**config.mk**
```make
export PLATFORM = sky130hd
export DESIGN_NAME = program_loader
export DESIGN_NICKNAME = d
export VERILOG_FILES = /design/src/rtl/program_loader.sv
export SDC_FILE = /design/constraint.sdc
export NUM_CORES = 1
export LEC_CHECK = 0
export BUFFER_PORTS_ARGS = -buffer_cell sky130_fd_sc_hd__buf_2
export CORE_ASPECT_RATIO = 1.5
export CORE_MARGIN = 2
export CORE_UTILIZATION = 50
export CTS_BUF_LIST = sky130_fd_sc_hd__clkbuf_8
export DETAILED_ROUTE_END_ITERATION = 7
export GPL_TIMING_DRIVEN = 0
export PLACE_DENSITY = 0.76
export REMOVE_ABC_BUFFERS = 1
export SLEW_MARGIN = 10
export SYNTH_ARGS = -nofsm -noshare
export SYNTH_HDL_FRONTEND = slang
export SYNTH_SLANG_ARGS = --single-unit
```
**constraint.sdc**
```tcl
create_clock -name clk -period 1.5 [get_ports clk]
set_clock_uncertainty 0.1 [all_clocks]
set_input_delay 0.3 -clock clk [delete_from_list [all_inputs] [get_ports clk]]
set_output_delay 0.3 -clock clk [all_outputs]
set_load 0.02 [all_outputs]
```
**src/rtl/program_loader.sv**
```systemverilog
// ============================================================================
// program_loader: streams NUM_WORDS bytes from pins into RAM over the shared
// bus while holding the CPU in reset. The optional running checksum output is
// enabled by defining LOADER_CHECKSUM_EN.
// Revision: 1.0
// ============================================================================
`default_nettype none

module program_loader #(
    parameter int DATA_W      = 8,
    parameter int ADDR_W      = 4,
    parameter int NUM_WORDS   = 16,
    parameter int SYNC_STAGES = 2
) (
    input  logic              clk,
    input  logic              rst_n,
    input  logic              load_req,
    input  logic [DATA_W-1:0] data_in,
    input  logic              data_valid,
    output logic [DATA_W-1:0] bus_out,
    output logic              bus_oe,
    output logic              n_load_addr,
    output logic              n_load_data,
    output logic              n_ram_we,
    output logic              cpu_rst_n,
    output logic              data_ack,
    output logic              busy,
    output logic              done,
    output logic              overrun,
`ifdef LOADER_CHECKSUM_EN
    output logic [ADDR_W:0]   word_count,
    output logic [DATA_W-1:0] checksum
`else
    output logic [ADDR_W:0]   word_count
`endif
);

    typedef enum logic [2:0] {
        S_IDLE      = 3'd0,
        S_WAIT_BYTE = 3'd1,
        S_ADDR      = 3'd2,
        S_DATA      = 3'd3,
        S_WRITE     = 3'd4,
        S_NEXT      = 3'd5,
        S_DONE      = 3'd6
    } state_t;

    localparam logic [ADDR_W-1:0] C_LAST_ADDR = ADDR_W'(NUM_WORDS - 1);
    localparam logic [ADDR_W-1:0] C_ADDR_ONE  = ADDR_W'(1);
    localparam logic [ADDR_W:0]   C_WC_ONE    = (ADDR_W + 1)'(1);

    state_t                   state_q, state_d;
    logic [ADDR_W-1:0]        addr_q, addr_d;
    logic [ADDR_W:0]          word_count_q, word_count_d;
    logic [DATA_W-1:0]        data_reg_q, data_reg_d;
    logic                     overrun_q, overrun_d;
    logic [SYNC_STAGES-1:0]   sync_q, sync_d;
    logic                     vld_prev_q, vld_prev_d;
    logic                     vld_edge_q, vld_edge_d;

    logic [DATA_W-1:0]        bus_out_q, bus_out_d;
    logic                     bus_oe_q, bus_oe_d;
    logic                     n_load_addr_q, n_load_addr_d;
    logic                     n_load_data_q, n_load_data_d;
    logic                     n_ram_we_q, n_ram_we_d;
    logic                     cpu_rst_n_q, cpu_rst_n_d;
    logic                     data_ack_q, data_ack_d;
    logic                     busy_q, busy_d;
    logic                     done_q, done_d;

`ifdef LOADER_CHECKSUM_EN
    logic [DATA_W-1:0]        checksum_q, checksum_d;
`endif

    // data_valid is asynchronous: synchronize, then register a one-cycle rise pulse
    always_comb begin
        sync_d     = {sync_q[SYNC_STAGES-2:0], data_valid};
        vld_prev_d = sync_q[SYNC_STAGES-1];
        vld_edge_d = sync_q[SYNC_STAGES-1] & ~vld_prev_q;
    end

    always_comb begin
        state_d      = state_q;
        addr_d       = addr_q;
        word_count_d = word_count_q;
        data_reg_d   = data_reg_q;
        overrun_d    = overrun_q;

        unique case (state_q)
            S_IDLE: begin
                if (load_req) begin
                    state_d      = S_WAIT_BYTE;
                    word_count_d = '0;
                    overrun_d    = 1'b0;
                end
            end
            S_WAIT_BYTE: begin
                if (!load_req) begin
                    state_d = S_IDLE;
                end else if (vld_edge_q) begin
                    data_reg_d = data_in;
                    state_d    = S_ADDR;
                end
            end
            S_ADDR:  state_d = load_req ? S_DATA  : S_IDLE;
            S_DATA:  state_d = load_req ? S_WRITE : S_IDLE;
            S_WRITE: state_d = load_req ? S_NEXT  : S_IDLE;
            S_NEXT: begin
                word_count_d = word_count_q + C_WC_ONE;
                if (!load_req) begin
                    state_d = S_IDLE;
                end else if (addr_q == C_LAST_ADDR) begin
                    state_d = S_DONE;
                end else begin
                    addr_d  = addr_q + C_ADDR_ONE;
                    state_d = S_WAIT_BYTE;
                end
            end
            S_DONE: begin
                if (!load_req) begin
                    state_d = S_IDLE;
                end
            end
            default: state_d = S_IDLE;
        endcase

        // A byte arriving while the write sequence is busy cannot be stored
        if (vld_edge_q && (state_q inside {S_ADDR, S_DATA, S_WRITE, S_NEXT, S_DONE})) begin
            overrun_d = 1'b1;
        end

        if (state_d == S_IDLE) begin
            addr_d = '0;
        end
    end

    // Outputs decode the next state so every strobe comes straight from a flop
    always_comb begin
        bus_out_d     = '0;
        bus_oe_d      = 1'b0;
        n_load_addr_d = 1'b1;
        n_load_data_d = 1'b1;
        n_ram_we_d    = 1'b1;
        data_ack_d    = 1'b0;
        cpu_rst_n_d   = (state_d == S_IDLE);
        busy_d        = (state_d != S_IDLE) && (state_d != S_DONE);
        done_d        = (state_d == S_DONE);

        unique case (state_d)
            S_ADDR: begin
                bus_oe_d      = 1'b1;
                bus_out_d     = DATA_W'(addr_d);
                n_load_addr_d = 1'b0;
            end
            S_DATA: begin
                bus_oe_d      = 1'b1;
                bus_out_d     = data_reg_d;
                n_load_data_d = 1'b0;
            end
            S_WRITE: n_ram_we_d = 1'b0;
            S_NEXT:  data_ack_d = 1'b1;
            default: ;
        endcase
    end

`ifdef LOADER_CHECKSUM_EN
    always_comb begin
        checksum_d = checksum_q;
        if ((state_q == S_IDLE) && load_req) begin
            checksum_d = '0;
        end else if (state_q == S_NEXT) begin
            checksum_d = checksum_q + data_reg_q;
        end
    end

    always_ff @(posedge clk or negedge rst_n) begin
        if (!rst_n) begin
            checksum_q <= '0;
        end else begin
            checksum_q <= checksum_d;
        end
    end

    assign checksum = checksum_q;
`endif

    always_ff @(posedge clk or negedge rst_n) begin
        if (!rst_n) begin
            state_q       <= S_IDLE;
            addr_q        <= '0;
            word_count_q  <= '0;
            data_reg_q    <= '0;
            overrun_q     <= 1'b0;
            sync_q        <= '0;
            vld_prev_q    <= 1'b0;
            vld_edge_q    <= 1'b0;
            bus_out_q     <= '0;
            bus_oe_q      <= 1'b0;
            n_load_addr_q <= 1'b1;
            n_load_data_q <= 1'b1;
            n_ram_we_q    <= 1'b1;
            cpu_rst_n_q   <= 1'b1;
            data_ack_q    <= 1'b0;
            busy_q        <= 1'b0;
            done_q        <= 1'b0;
        end else begin
            state_q       <= state_d;
            addr_q        <= addr_d;
            word_count_q  <= word_count_d;
            data_reg_q    <= data_reg_d;
            overrun_q     <= overrun_d;
            sync_q        <= sync_d;
            vld_prev_q    <= vld_prev_d;
            vld_edge_q    <= vld_edge_d;
            bus_out_q     <= bus_out_d;
            bus_oe_q      <= bus_oe_d;
            n_load_addr_q <= n_load_addr_d;
            n_load_data_q <= n_load_data_d;
            n_ram_we_q    <= n_ram_we_d;
            cpu_rst_n_q   <= cpu_rst_n_d;
            data_ack_q    <= data_ack_d;
            busy_q        <= busy_d;
            done_q        <= done_d;
        end
    end

    assign bus_out     = bus_out_q;
    assign bus_oe      = bus_oe_q;
    assign n_load_addr = n_load_addr_q;
    assign n_load_data = n_load_data_q;
    assign n_ram_we    = n_ram_we_q;
    assign cpu_rst_n   = cpu_rst_n_q;
    assign data_ack    = data_ack_q;
    assign busy        = busy_q;
    assign done        = done_q;
    assign overrun     = overrun_q;
    assign word_count  = word_count_q;

endmodule

`default_nettype wire

```
After elaboration in Yosys (flattened, before gate mapping):

Index checks and enable logic that the tools add are counted.
W data, S select, Z words.

* register bits: 41
* word-level logic and storage cells: 75

* add/subtract/negate cells: 2
* equality and inequality tests: 14
* multiplexer cells: 28
* bitwise gates (word level): 2
* reduce and logical (&&, ||, !) cells: 12

Operators by type and width (number)
* $mux W3: 8
* $mux W8: 3
* $pmux W3 S7: 1
* $eq A3 B3 Y1 const B: 6
* $mux W4: 4
* $pmux W8 S2: 1
* $eq A3 B2 Y1 const B: 4
* $pmux W5 S2: 1
* $mux W1: 8
* $logic_not A3 Y1: 2
* $reduce_bool A2 Y1: 3
* $add A5 B1 Y5 const B: 1
* $mux W5: 1
* $reduce_bool A5 Y1: 1
* $add A4 B1 Y4 const B: 1
* $eq A4 B4 Y1 const B: 1
* $reduce_and A2 Y1: 2
* $eq A3 B1 Y1 const B: 1
* $ne A3 B3 Y1 const B: 1
* $reduce_bool A3 Y1: 1
* $logic_and A1 B1 Y1: 2
* $mux W2: 1
* $ne A2 B2 Y1 const B: 1
* $reduce_or A2 Y1: 1
* other kinds (2): 2

Logic depth before layout (Yosys ltp):

* depth in word-level cells: 7
* gate-level depth with buffers: 5

Worst setup path after synthesis:

No wires, ideal clock.

* kind: register to register
* start: register addr_q[0]
* end: register addr_q[0]
* setup time: 0.078 ns
* data arrival time: 1.387 ns
* required time: 1.322 ns
* path slack: -0.064 ns
* stages on the path, launching flop included: 6
* path buffers: 1
* clock period less this slack: 1.564 ns
* cell sequence: dfrtp_1 -> ha_1 -> and3_1 -> clkbuf_1 -> or3_1 -> a21oi_1

* longest elaborated chain between the ends: 6

Ends and longest elaborated chain
* start, declared: RTL line 53 `logic [ADDR_W-1:0] addr_q, addr_d;`
* start signal, assigned: RTL line 208 `addr_q <= addr_d;`
* $eq A4 B4 Y1: RTL line 112 `end else if (addr_q == C_LAST_ADDR) begin`
* $mux W3: RTL line 112
* $mux W3: RTL line 110 `if (!load_req) begin`
* $pmux W3 S7: RTL line 89 `unique case (state_q)`
* $logic_not A3 Y1: RTL line 132 `if (state_d == S_IDLE) begin`
* $mux W4 (*): RTL line 132
* via addr_d[0]: RTL line 53

The timed path passes the listed nets; every way through them passes the cells marked *.
A chain may end at the register's enable or synchronous reset.

Final worst setup path:

Ends and elaborated chain as after synthesis.

==> key figures <==
Final layout
  • FF/Latch Area: 1040 µm²
  • Core Util, Final: 0.643
  • # diodes: 0
  • Layout area overhead: 25.2%
  • Fillers: 268
  • Layout cells sized above 1: 0.379
  • Area of the multi-input gates: 642 µm²
  • Final Non-Filler Cells: 245
  • Nets@finish: 216

Setup path
  • Element type at the critical path end: register
  • WP data arrival: 1590 ps
  • Critical Path RT: 1620 ps
  • Worst-path fanout max: 7
  • Startpoint Class: register
  • Reg2reg setup slack: 30 ps
  • Crit Path Category: register to register

Yosys
  • Syn Std Cell Area: 1720 µm²
  • #FFs+latches synth: 41
  • Seq/Total Area, Yosys: 0.599
  • Asr flop ratio synth: 1.00
  • Synth cell count leaders: dfrtp_1 (37), a21oi_1 (18), nand2_1 (12), nand3_1 (10), o21ai_0 (10)
  • Syn_area_per_cell: 11.2 µm²
  • Yosys cell types: 42
  • Area contributors post-synth: dfrtp_1 (54%), dfstp_2 (6.1%), a21oi_1 (5.2%)
  • Number of synthesized flops with an enable pin: 0
  • Most common cell in the netlist: dfrtp_1
  • Yosys top cell area share: 0.538
  • Cells after Synth: 154
  • Main synth FF type: dfrtp_1
  • Cell taking the most area after synthesis: dfrtp_1
  • Yosys Warn Count: 0

Global route
  • Global-route met2 utilization: 0.377
  • First-pass GRT wire length: 5.90 mm
  • Largest net degree at the start of global routing: 42
  • Gr usage total: 0.210
  • Met3 Use GR: 0.0588
  • Met1 GRT Util: 0.229
  • Initial antenna violation count: 0
  • GRT Max-Usage Layer: met2
  • Number of global-route vias before repair: 1264
  • Grt total ovfl: 0

Timing
  • Period minus WS final: 1470 ps
  • RSZ-0062 raised after global routing: true
  • Final Hold Viols: 0
  • Fin crit share: 0.981
  • Slew @ Worst Pin: 865 ps
  • Max-slew violation count: 0
  • Hold_ws: 10.8 ps
  • Final setup violation count: 0
  • Slew margin rel.: 0.423
  • Worst setup margin: 28.4 ps
  • F_max: 0.680 GHz

Placement
  • GPL Wtd Cong: 0.684
  • Setup WS pre-CTS: -242 ps
  • PortBufs: 33
  • Placed cells: 220
  • Dpl hpwl: 2.41 mm

Power and ir drop
  • VDD IR max: 1.12 mV
  • Total power: 2.35 mW
  • Pleak: 1.05 nW
  • Pwr Density: 1090 nW/µm²

Die
  • Die area: 3940 µm²
  • Core area: 3350 µm²
  • Die width: 51.9 µm
  • Starting Density: 0.513
  • Num ports: 34
  • Die Height: 75.8 µm
  • FP Rows: 26

Clocking
  • Clock sink count: 41
  • Skew-Pair Late Insertion Delay: 290 ps
  • CTS H-tree depth: 2
  • CTS tree: done
  • CTS Buf Count: 5
  • Clock slew at reported path FFs: 80 ps
  • CTS max path bufs: 2
  • Root buf cell: clkbuf_8

Routing
  • Via count: 1388
  • Antenna-violating nets left: 0
  • First DRT Iteration DRCs: 46
  • DR pass1 iterations: 4
  • DRT Wirelength: 3.72 mm
  • Via/cell ratio: 5.67
  • Routed wire per std cell: 15.2 µm
  • DRC: 0

Outcome
  • Status: finished clean

Worst hold path
  • Worst hold path class: input pin to async pin

Job
  • Max Cap Violations: 0
-- area by class of cell --
| class | instances | share of cell area |
|---|---|---|
| Clock inverter | 2 | 0.0157 |
| Timing Repair Buffer | 50 | 0.136 |
| Inverter | 4 | 0.00697 |
| Clock buffer | 6 | 0.0383 |
| Tap cell | 42 | 0.0244 |
| Sequential cell | 41 | 0.481 |
| Multi-Input combinational cell | 100 | 0.298 |
-- per-stage QoR --
stage | setup TNS, ps | area, µm²
final | 0 | 2150
after global routing | -252 | 2150
after CTS | 0 | 2100
after detailed placement | -2900 | 1890
after global placement | -1570 | 1890
after floorplan | -123 | 1670
-- cell families after synthesis --
kind of cell | after synthesis | synth area share
DFF | 41 | 0.599
AOI/OAI and AO/OA | 42 | 0.144
adders and majority gates | 2 | 0.0145
muxes | 4 | 0.0262
and+or+nand+nor | 52 | 0.178
buffers and inverters | 13 | 0.0378
-- registers in the layout, summed over array words and instances (netlist names) --
| signal | cells |
|---|---|
| word_count | 5 |
| bus_out | 8 |
| n_load_addr | 1 |
| data_ack | 1 |
| n_ram_we | 1 |
| bus_oe | 1 |
| data_reg_q | 8 |
| sync_q | 2 |
| busy | 1 |
| overrun | 1 |
| vld_prev_q | 1 |
| cpu_rst_n | 1 |
| n_load_data | 1 |
| addr_q | 4 |
| vld_edge_q | 1 |
| state_q | 3 |
| done | 1 |
-- metal layers --
| metal | wire length, µm | vias up |
|---|---|---|
| li1 | - | 643 |
| met1 | 1410 | 688 |
| met2 | 2020 | 52 |
| met3 | 217 | 5 |
| met4 | 63 | 0 |
| met5 | 0 | - |
-- report_power, final --
| group | total (mW) | internal, mW | switching (mW) | leakage (nW) |
|---|---|---|---|---|
| clock | 0.906 | 0.536 | 0.370 | 0.0626 |
| sequential | 1.22 | 1.18 | 0.0407 | 0.527 |
| combinational | 0.221 | 0.0956 | 0.126 | 0.457 |
| total | 2.35 | 1.81 | 0.537 | 1.05 |
-- layout by cell type, fill, tap and decap left out, drive strengths merged --
master	instances
buf	49
dfrtp	37
a21oi	18
nand2	12
o21ai	12
nand3	10
clkbuf	6
nor2	6
nor2b	5
inv	5
mux2	4
dfstp	4
nand3b	2
and3b	2
nor3	2
a32o	2
or3	2
nand2b	2
ha	2
and3	1
a211oi	1
o21a	1
o22ai	1
a21boi	1
and4b	1
nand4b	1
and4bb	1
o31ai	1
o21ba	1
nor4b	1
or4	1
or3b	1
o211ai	1
a41oi	1
nand4	1
nor3b	1
a31oi	1
o22a	1
bufinv	1
dlygate4sd3	1
-- worst max-delay path: stages, from the launching register on --
cell,delay [ps]
dfrtp_1,400
ha_2,220
and3_4,210
or3_1,340
a21oi_1,120
-- timing repair --
action | 4_1_cts | 5_1_grt
pin swaps | 1 | 2
endpoints found under the setup margin | 27 | 7
hold buffers | 1 | 0
endpoints found under the hold margin | 1 | 0
buffers inserted | 10 | 6
gates resized for setup | 8 | 3
-- final timing paths --
kind | start | end | cells past startpoint
max reg2reg | addr_q[0]$_DFF_PN0_ | addr_q[0]$_DFF_PN0_ | 4
max in group asynchronous | rst_n | word_count[0]$_DFFE_PN0P_ | 1
max | addr_q[0]$_DFF_PN0_ | addr_q[0]$_DFF_PN0_ | 4
min reg2reg | sync_q[0]$_DFF_PN0_ | sync_q[1]$_DFF_PN0_ | 0
min | rst_n | data_reg_q[2]$_DFF_PN0_ | 1
min in group clk | data_in[3] | data_reg_q[3]$_DFF_PN0_ | 2
Note: power is estimated with default switching activity, not from simulation.
